File: src/rtl/sr_down_counter.sv
// Modulo-N down counter built from per-bit SR cells.
// Parallel load (clamped), count enable, zero flag, one-cycle borrow.
module sr_down_counter #(
  parameter int WIDTH   = 3,
  parameter int MODULUS = 8
) (
  input  logic             clk,
  input  logic             reset,
  input  logic             en,
  input  logic             load,
  input  logic [WIDTH-1:0] din,
  output logic [WIDTH-1:0] q,
  output logic             zero,
  output logic             borrow
);

  localparam logic [WIDTH-1:0] TOP = WIDTH'(MODULUS - 1);
  localparam logic [WIDTH:0]   MOD = (WIDTH+1)'(MODULUS);

  logic [WIDTH-1:0] nxt;
  logic [WIDTH-1:0] s;
  logic [WIDTH-1:0] r;
  logic             wrap;
  logic             fits;

  assign fits = {1'b0, din} < MOD;

  always_comb begin
    nxt  = q;
    wrap = 1'b0;
    if (load) begin
      nxt = fits ? din : TOP;
    end else if (en) begin
      if (q == '0) begin
        nxt  = TOP;
        wrap = 1'b1;
      end else begin
        nxt = q - WIDTH'(1);
      end
    end
  end

  // Only bits that actually change get a set or clear pulse
  assign s = ~q & nxt;
  assign r = q & ~nxt;

  always_ff @(posedge clk or negedge reset) begin
    if (!reset) begin
      q <= TOP;
    end else begin
      for (int i = 0; i < WIDTH; i++) begin
        unique case ({s[i], r[i]})
          2'b10:   q[i] <= 1'b1;
          2'b01:   q[i] <= 1'b0;
          default: q[i] <= q[i];
        endcase
      end
    end
  end

  always_ff @(posedge clk or negedge reset) begin
    if (!reset) borrow <= 1'b0;
    else        borrow <= wrap;
  end

  assign zero = (q == '0);

endmodule

File: config.mk
export PLATFORM = sky130hd
export DESIGN_NAME = sr_down_counter
export DESIGN_NICKNAME = d
export VERILOG_FILES = /design/src/rtl/sr_down_counter.sv
export SDC_FILE = /design/constraint.sdc
export NUM_CORES = 1
export LEC_CHECK = 0
export ABC_AREA = 1
export CAP_MARGIN = 30
export CORE_AREA = 2 2 39 41
export CTS_BUF_LIST = sky130_fd_sc_hd__clkbuf_4
export CTS_CLUSTER_DIAMETER = 120
export CTS_CLUSTER_SIZE = 40
export DETAILED_ROUTE_END_ITERATION = 6
export DIE_AREA = 0 0 41 43
export MAX_ROUTING_LAYER = met4
export PLACE_DENSITY_LB_ADDON = 0.12
export REMOVE_ABC_BUFFERS = 1
export SETUP_SLACK_MARGIN = 0.5
export SLEW_MARGIN = 15
export SYNTH_ARGS = -nofsm -noshare
export SYNTH_HDL_FRONTEND = slang
export SYNTH_SLANG_ARGS = --single-unit
export TNS_END_PERCENT = 1
File: constraint.sdc
create_clock -name clk -period 1.95 [get_ports clk]
set_input_delay 0.2925 -clock clk [delete_from_list [all_inputs] [get_ports clk]]
set_output_delay 0.2925 -clock clk [all_outputs]
set_load 0.02 [all_outputs]
==> flow_summary.yaml <==
outcome:
  outcome: "completed"
clocking:
  cts_hold_buf: 0
  clk_pin_slew_worst_paths_ns: 0.04
  tritoncts: "yes"
  clk_path_buf_depth: 2
  htreeDepth: 1
  numCtsBuffers: 3
  cts_sinks: 4
  cts-root-buf: "clkbuf_4"
  clk_latency_ns: 0.24
logic_synthesis:
  ys_seq_area_share_pct: 33.6
  synth_commonest_cells: "8 x nand2_1, 5 x ha_1, 4 x inv_1"
  yosys.area.top_type: "dfstp_2"
  yosys.cell_types.count: 15
  synthCells: 38
  ys.flop_type: "dfstp_2"
  ys_warn_count: 0
  synth_area_sq_um: 309
  synth_most_common_cell: "nand2_1"
  ys_ff_latch: 4
  synth_area_leaders: "dfstp_2 26%, ha_1 20%, nand2_1 9.7%, dfrtp_1 8.1%, o21ai_2 5.7%"
  synth_top_area_share_pct: 25.5
  avgSynthCellArea_sq_um: 8.13
  synth_edf_count: 0
  synth_async_sr_flop_share_pct: 100
critical_path:
  crit_fanout: 3
  slowest_delay_ns: 0.60
  crit_required_ns: 1.66
  crit_chain: "clkdlybuf4s50_1"
  crit_family: "buffers and inverters"
  worstPathArrival_ns: 1.37
  worst-path-buf-inv: 1
  end_kind: "output pin"
  crit_type: "flip-flop to output pin"
  cpMaxStageDelayCell: "clkdlybuf4s50_1"
  crit_path_start_kind: "flip-flop"
min_path:
  holdCritPathClass: "input port to async pin"
cells_and_area:
  drive_gt1_share_pct: 24.1
  register_area_sq_um: 104
  fillers: 148
  multi_input_area_sq_um: 186
  finalNetCount: 67
  num_antenna_cells: 0
  final_area_sq_um: 473
  syn2layout_area_growth_pct: 53.0
place:
  io_buffers: 11
  globalplace.congestion: 0.708
  dpl_cell_area_sq_um: 439
  place_hpwl_um: 499
  dp_slack_ns: 0.162
detailed_routing:
  drt-initial-drc-count: 5
  viasPerCell: 3.97
  drt_first_pass_iters: 2
  wl_per_cell_um: 8.44
  route.detailed.drc: 0
  vias: 278
  final_antenna_net_count: 0
  totalWireLength_um: 591
sta:
  finalSetupTns_ns: 0
  worst_slack_ns: 0.287
  setup_viol_count_final: 0
  max_freq_ghz: 0.601
  slew_headroom_pct: 84.6
  period_share_pct: 85.3
  rsz0062_at_grt: "true"
  fin_skew_ns: 0.00174
  whs_ns: 0.254
  fin_crit_ns: 1.66
  drv_slew: 0
  worst_slew_pin_slew_ns: 0.230
  final-hold-violation-count: 0
die:
  die_h_um: 43
  fp.dieW_um: 41
  boundaryPins: 12
  die_area_sq_mm: 0.00176
  coreArea_sq_mm: 0.00138
  initial_core_util_pct: 22.3
  rows: 14
global_route:
  grt_max_degree: 7
  grt_pass1_wl_um: 1010
  grt_remaining_overflow: 0
  grt_use_total_pct: 9.28
  grt_pass1_vias: 269
  antenna_found_initial: 0
power:
  p_per_area_mw_per_mm2: 1450
  p_leak_nw: 0.244
  vdd_ir_drop_max_mv: 0.602
flow_run:
  cap_violations: 0
## per-stage QoR
stage               power (mW)  instances  utilization [%]
global route             0.766         70             34.2
global placement         0.558         65             31.7
detailed placement       0.561         65             31.7
CTS                      0.697         70             34.0
finish                   0.688         70             34.2
floorplan                0.423         38                -
## cells by family (layout without fill, tap and decap cells)
family	after synthesis	in the layout	share of synthesized area (%)
compound gates	6	6	13.0
simple gates	17	17	24.3
xor+xnor	1	1	2.83
buf+inv	5	21	6.07
flops	4	4	33.6
fa+ha+maj	5	5	20.2
## layout make-up
cell class	instances	area share (%)
Multi-Input combinational cell	29	39.4
Clock buffer	4	6.35
Tap cell	16	4.23
Inverter	5	3.97
Sequential cell	4	22.0
Timing Repair Buffer	12	24.1
## path summary, 6_finish.rpt
path | from | to | slack, ns | cells past startpoint
max in group asynchronous | reset | q[2] | 1.46 | 1
min in group clk | q[2] | q[2] | 0.50 | 2
setup / recovery | q[0] | q[0] | 0.29 | 1
hold / removal | reset | borrow | 0.25 | 1
setup reg to reg | q[1] | q[0] | 0.34 | 7
hold reg to reg | q[2] | q[2] | 0.50 | 2
## routing by layer
metal	GRT usage [%]	up-vias	share of wire [%]
met3	4.71	0	6.1
met2	12.5	8	47
met4	6.00	0	0
met1	10.4	113	47
met5	-	-	0
li1	-	157	-
## sequential cells by signal (all words and copies together) (netlist names)
name and flops:
borrow 1, q 3
## timing repair
action	4_1_cts	5_1_grt
endpoints found under the setup margin	8	8
pin swaps	0	0
gates resized for setup	5	3
buffers inserted	1	0
## report_power, final
group          internal, mW  total [mW]  switching (mW)
clock                0.0909       0.128          0.0375
combinational         0.173       0.379           0.206
sequential            0.146       0.180          0.0339
## cell usage in the layout, fill, tap and decap left out, drive strengths merged
| cell | n |
|---|---|
| nand2 | 9 |
| clkdlybuf4s50 | 8 |
| ha | 5 |
| inv | 5 |
| o21ai | 5 |
| clkbuf | 4 |
| nand3 | 3 |
| nor2 | 3 |
| dfstp | 3 |
| or2 | 2 |
| buf | 2 |
| a21boi | 1 |
| xor2 | 1 |
| dfrtp | 1 |
| dlymetal6s2s | 1 |
| dlygate4sd2 | 1 |
(Power assumes the default switching activity.)
